===== src/rtl/demux_sched_1x4_if.sv =====
// Handshake bundle between a single source, the 1x4 scheduler and four sinks.
//   in_valid/in_data/in_ready : source beat handshake
//   out_ready[3:0]            : per-channel sink ready
//   out_valid[3:0]/out_data   : per-channel valid (one-hot or zero), shared payload
//   sel                       : currently or last granted channel
//   busy                      : scheduler not idle
// slave  = scheduler side, master = environment (source + sinks) side.
interface demux_sched_1x4_if #(
  parameter int unsigned DW = 8
);
  logic          in_valid;
  logic [DW-1:0] in_data;
  logic          in_ready;
  logic [3:0]    out_ready;
  logic [3:0]    out_valid;
  logic [DW-1:0] out_data;
  logic [1:0]    sel;
  logic          busy;

  modport slave (
    input  in_valid, in_data, out_ready,
    output in_ready, out_valid, out_data, sel, busy
  );

  modport master (
    output in_valid, in_data, out_ready,
    input  in_ready, out_valid, out_data, sel, busy
  );
endinterface


===== src/rtl/demux_sched_1x4.sv =====
// Burst scheduler demultiplexing one source stream onto four sink channels.
// A channel is granted round-robin (starting after the last grant) and keeps
// the grant for BURST accepted beats; a single output register carries each
// beat to the granted sink.
//   clk  : clock, rising edge
//   rstn : asynchronous active-low reset
//   bus  : demux_sched_1x4_if.slave handshake bundle (see interface file)
// Parameters: DW data width (must match the interface DW), BURST beats per
// grant (1..16).
module demux_sched_1x4 #(
  parameter int unsigned DW    = 8,
  parameter int unsigned BURST = 4
) (
  input  logic               clk,
  input  logic               rstn,
  demux_sched_1x4_if.slave   bus
);

  localparam int unsigned CW = 5;

  typedef enum logic [1:0] {
    IDLE  = 2'd0,
    XFER  = 2'd1,
    DRAIN = 2'd2
  } state_t;

  state_t        state;
  logic          vld;
  logic [DW-1:0] data_q;
  logic [CW-1:0] cnt;
  logic [1:0]    sel_q;

  logic [1:0]    cand_c;
  logic [1:0]    pick_c;
  logic          found_c;
  logic          in_ready_c;
  logic          accept_c;
  logic          consume_c;
  logic          last_c;

  // Round-robin search: first ready channel starting at sel+1.
  always_comb begin
    cand_c  = sel_q;
    pick_c  = sel_q;
    found_c = 1'b0;
    for (int i = 1; i <= 4; i++) begin
      cand_c = sel_q + 2'(i);
      if (!found_c && bus.out_ready[cand_c]) begin
        pick_c  = cand_c;
        found_c = 1'b1;
      end
    end
  end

  // The slot can take a new beat if empty or being emptied this cycle.
  always_comb begin
    in_ready_c = rstn && (state == XFER) && (!vld || bus.out_ready[sel_q]);
    accept_c   = bus.in_valid && in_ready_c;
    consume_c  = vld && bus.out_ready[sel_q];
    last_c     = ((cnt + 5'd1) == CW'(BURST));
  end

  // Scheduler state, output register and grant bookkeeping.
  always_ff @(posedge clk or negedge rstn) begin
    if (!rstn) begin
      state  <= IDLE;
      vld    <= 1'b0;
      data_q <= '0;
      cnt    <= '0;
      sel_q  <= 2'd3;
    end else begin
      case (state)
        IDLE: begin
          if (bus.in_valid && found_c) begin
            sel_q <= pick_c;
            cnt   <= '0;
            state <= XFER;
          end
        end
        XFER: begin
          if (accept_c) begin
            data_q <= bus.in_data;
            vld    <= 1'b1;
            cnt    <= cnt + 5'd1;
            if (last_c) begin
              state <= DRAIN;
            end
          end else if (consume_c) begin
            vld <= 1'b0;
          end
        end
        DRAIN: begin
          if (consume_c) begin
            vld   <= 1'b0;
            state <= IDLE;
          end
        end
        default: state <= IDLE;
      endcase
    end
  end

  assign bus.in_ready  = in_ready_c;
  assign bus.out_valid = vld ? (4'b0001 << sel_q) : 4'b0000;
  assign bus.out_data  = data_q;
  assign bus.sel       = sel_q;
  assign bus.busy      = (state != IDLE);

endmodule


===== src/flat_wrapper.sv =====
// flat-port wrapper written by rule: the top's interface ports become plain ports
module demux_sched_1x4_flat 
#(
  parameter int unsigned DW    = 8,
  parameter int unsigned BURST = 4
)
  (clk, rstn, bus_in_valid, bus_in_data, bus_out_ready, bus_in_ready, bus_out_valid, bus_out_data, bus_sel, bus_busy);
  demux_sched_1x4_if #(.DW(DW)) bus_i ();
  input  logic clk;
  input  logic rstn;
  input wire logic [$bits(bus_i.in_valid)-1:0] bus_in_valid;
  input wire logic [$bits(bus_i.in_data)-1:0] bus_in_data;
  input wire logic [$bits(bus_i.out_ready)-1:0] bus_out_ready;
  output wire logic [$bits(bus_i.in_ready)-1:0] bus_in_ready;
  output wire logic [$bits(bus_i.out_valid)-1:0] bus_out_valid;
  output wire logic [$bits(bus_i.out_data)-1:0] bus_out_data;
  output wire logic [$bits(bus_i.sel)-1:0] bus_sel;
  output wire logic [$bits(bus_i.busy)-1:0] bus_busy;
  assign bus_i.in_valid = bus_in_valid;
  assign bus_i.in_data = bus_in_data;
  assign bus_i.out_ready = bus_out_ready;
  assign bus_in_ready = bus_i.in_ready;
  assign bus_out_valid = bus_i.out_valid;
  assign bus_out_data = bus_i.out_data;
  assign bus_sel = bus_i.sel;
  assign bus_busy = bus_i.busy;
  demux_sched_1x4 #(.DW(DW), .BURST(BURST)) u_core (.clk(clk), .rstn(rstn), .bus(bus_i));
endmodule

===== config.mk =====
export PLATFORM = sky130hd
export DESIGN_NAME = demux_sched_1x4_flat
export DESIGN_NICKNAME = d
export VERILOG_FILES = /design/src/rtl/demux_sched_1x4_if.sv /design/src/rtl/demux_sched_1x4.sv /design/src/flat_wrapper.sv
export SDC_FILE = /design/constraint.sdc
export NUM_CORES = 1
export LEC_CHECK = 0
export CORE_UTILIZATION = 44
export CTS_CLUSTER_DIAMETER = 80
export CTS_CLUSTER_SIZE = 24
export DETAILED_ROUTE_END_ITERATION = 10
export PLACE_DENSITY = 0.84
export SYNTH_ARGS = -nofsm -noshare
export SYNTH_HDL_FRONTEND = slang
export SYNTH_SLANG_ARGS = --single-unit
export TNS_END_PERCENT = 20

===== constraint.sdc =====
create_clock -name clk -period 1.8 [get_ports clk]
set_input_delay 0.36 -clock clk [delete_from_list [all_inputs] [get_ports clk]]
set_output_delay 0.36 -clock clk [all_outputs]
set_load 0.02 [all_outputs]

==> impl_metrics.ini <==
[run_status]
outcome = finished, violations left
violations = negative setup slack

[layout]
n_antenna_cell = 0
final_common_cell = buf_4
final_core_util_pct = 71.99
mostFrequentLayoutCells = 29 x buf_4, 18 x clkdlybuf4s50_1, 16 x dfrtp_1, 11 x buf_6, 9 x mux2_4
area_growth_pct = 56.36
finish.net_count = 211
nFillCells = 210
fin_cells = 217
layout-drive-gt1-share_pct = 40.86

[route]
wire_per_inst_um = 15.27
drt-vias-per-instance = 5.594
wirelength_mm = 3.313
antenna_left = 0
drt_iter0_drc = 33
vias = 1214
drc_errors = 0
first_pass_iters = 4

[sta]
period_share_pct = 108.8
final-setup-viol-count = 14
fin_skew_ns = 0.009170
tns_ns = -0.5978
max-slew-margin-rel_pct = 79.45
max_freq_mhz = 510.5
worst_pin_slew_ns = 0.3054
min_period_ns = 1.959
hold_viol = 0
drv_slew = 0
hold_ws_ns = 0.4474
fin_ws_ns = -0.1588
rsz0062_at_grt = yes

[clock_tree]
clk_path_buf_depth = 2
clock_sinks = 18
cts.hold.buffers_added = 0
ctsHtreeMaxLevel = 1
cts_root_buf = clkbuf_4
clk_latency_ns = 0.30
clkTransAtPathRegs_ns = 0.11
cts_tree = yes
cts_buffers = 3

[synthesis]
ys_ff_latch = 18
synth-main-ff-cell = dfrtp_1
yosysTopAreaCell = dfrtp_1
synth_top_area_share_pct = 31.81
yosysUniqueCellTypes = 40
syn-instance-count = 123
ys.warnings.count = 0
synth.area.top_cells = dfrtp_1 32%, ha_1 8.9%, mux2_1 8.1%, dfstp_2 4.2%, buf_6 3.6%
avgSynthCellArea_sq_um = 10.23
synth-async-reset-ratio_pct = 100.0
synth_edf_count = 0
ys_seq_area_share_pct = 35.98
synthesis.area_sq_um = 1259
syn-num-nets = 147

[place]
io_buffers = 30
gp_congestion = 0.8564
placed_cells = 208
dp_hpwl_mm = 2.484
dp_slack_ns = -0.5366

[floorplanning]
start_util_pct = 46.04
die_area_sq_um = 3079
die_x_um = 55.49
fp-row-count = 19
pin_count = 31
dieHeight_um = 55.49
core_area_sq_um = 2734

[power]
vdd_ir_drop_max_mv = 0.9967
leakagePower_nw = 0.9341
powerDensity_nw_per_um2 = 1504

[critical_path]
crit_start = u_core.bus.sel[1]$_DFFE_PN1P_
crit_type = flop to output port
r2r-end = u_core.bus.sel[1]$_DFFE_PN1P_
path_cells = mux2i_4 -> a31oi_4 -> and3_4 -> buf_6
worst_setup_path_end_kind = output port
cp_num_buf_inv = 1
slowest_delay_ns = 0.62
crit_cells = 4
timing.critical_path.to = bus_in_ready
path_delay_family = flip-flops
cp_data_arrival_time_ns = 1.60
path_max_fanout = 3
reg2reg_slack_ns = -0.08
worstPathRequired_ns = 1.44
start_kind = flop
cp_slowest_cell = dfstp_2
reg2reg_from = u_core.bus.sel[1]$_DFFE_PN1P_
reg2reg_depth = 7

[global_route]
grt_overflow = 0
grt_usage_pct = 22.34
grt_max_degree = 19
grt_antenna_before_repair = 0
grt_first_pass_wirelength_mm = 5.423
grt_pass1_vias = 1271

[job]
max_cap_viol_count = 0

[worst_hold_path]
min_path_type = primary input to async pin
[report_power, final]
part | total (W) | switching (W) | internal, W
clock network | 0.000216 | 0.000130 | 0.0000863
logic | 0.00203 | 0.000910 | 0.00112
registers | 0.000719 | 0.000135 | 0.000584
[registers in the layout, summed over array words and instances (netlist names)]
| register | cells |
|---|---|
| u_core.bus.out_data | 8 |
| u_core.cnt | 5 |
| u_core.bus.sel | 2 |
| u_core.state | 2 |
| u_core.vld | 1 |
[layout make-up]
type	count	area, sq um	area share (%)
clock buffer	4	26.28	1.335
inverter	8	32.53	1.653
tap	31	38.79	1.971
timing repair buffer	66	594.3	30.20
sequential	18	452.9	23.01
multi-input combinational	90	823.3	41.83
[layer usage]
| layer | track usage (%) | part of all wire [%] | vias to the layer above |
|---|---|---|---|
| li1 | - | - | 578 |
| met1 | 22.84 | 38 | 579 |
| met2 | 43.20 | 56 | 46 |
| met3 | 4.450 | 4.5 | 11 |
| met4 | 9.643 | 2.2 | 0 |
| met5 | 0 | 0 | - |
[cells by family (layout without fill, tap and decap cells)]
| family | count (synthesis) | in the layout | synth area share [%] |
|---|---|---|---|
| and+or+nand+nor | 40 | 40 | 17.60 |
| muxes | 16 | 16 | 15.71 |
| DFF | 18 | 18 | 35.98 |
| AOI/OAI and AO/OA | 25 | 25 | 14.21 |
| adders and majority gates | 9 | 9 | 8.946 |
| buffers and inverters | 15 | 78 | 7.555 |
[repair_timing]
action,4_1_cts,5_1_grt
resized for setup,53,22
setup buffers,3,2
pin swaps,0,6
endpoints found under the setup margin,24,20
[per-stage QoR]
step	area, sq um	total power [W]
after global routing	1968	0.003165
after detailed placement	1787	0.002493
after floorplan	1280	0.001764
after CTS	1897	0.002849
after global placement	1787	0.002390
final	1968	0.002961
[synth_stat cells (2+ instances only)]
library cell	instances
buf_2	2
nand2b_1	3
nor2_1	4
and2_1	6
a31oi_1	4
buf_6	4
a211oi_1	2
nor4_1	2
ha_1	9
a21oi_1	2
nand2_1	9
nand3_1	6
a32o_1	2
o21ai_1	3
mux2_1	9
mux4_2	2
dfstp_2	2
dfrtp_1	16
mux2i_1	4
inv_1	8
o21ai_0	5
[how the worst min path moves through the flow]
stage,slack [ns],start,cells after the start,end
2_1_floorplan,0.06,rstn,0,u_core.bus.out_data[0]$_DFFE_PN0P_
3_3_place_gp,0.47,u_core.bus.out_data[7]$_DFFE_PN0P_,1,u_core.bus.out_data[7]$_DFFE_PN0P_
3_5_place_dp,0.48,u_core.bus.out_data[6]$_DFFE_PN0P_,1,u_core.bus.out_data[6]$_DFFE_PN0P_
4_1_cts,0.46,rstn,2,u_core.bus.out_data[0]$_DFFE_PN0P_
5_1_grt,0.46,rstn,2,u_core.bus.out_data[7]$_DFFE_PN0P_
6_report,0.45,rstn,2,u_core.cnt[4]$_DFFE_PN0P_
Note: power is estimated with default switching activity, not from simulation.
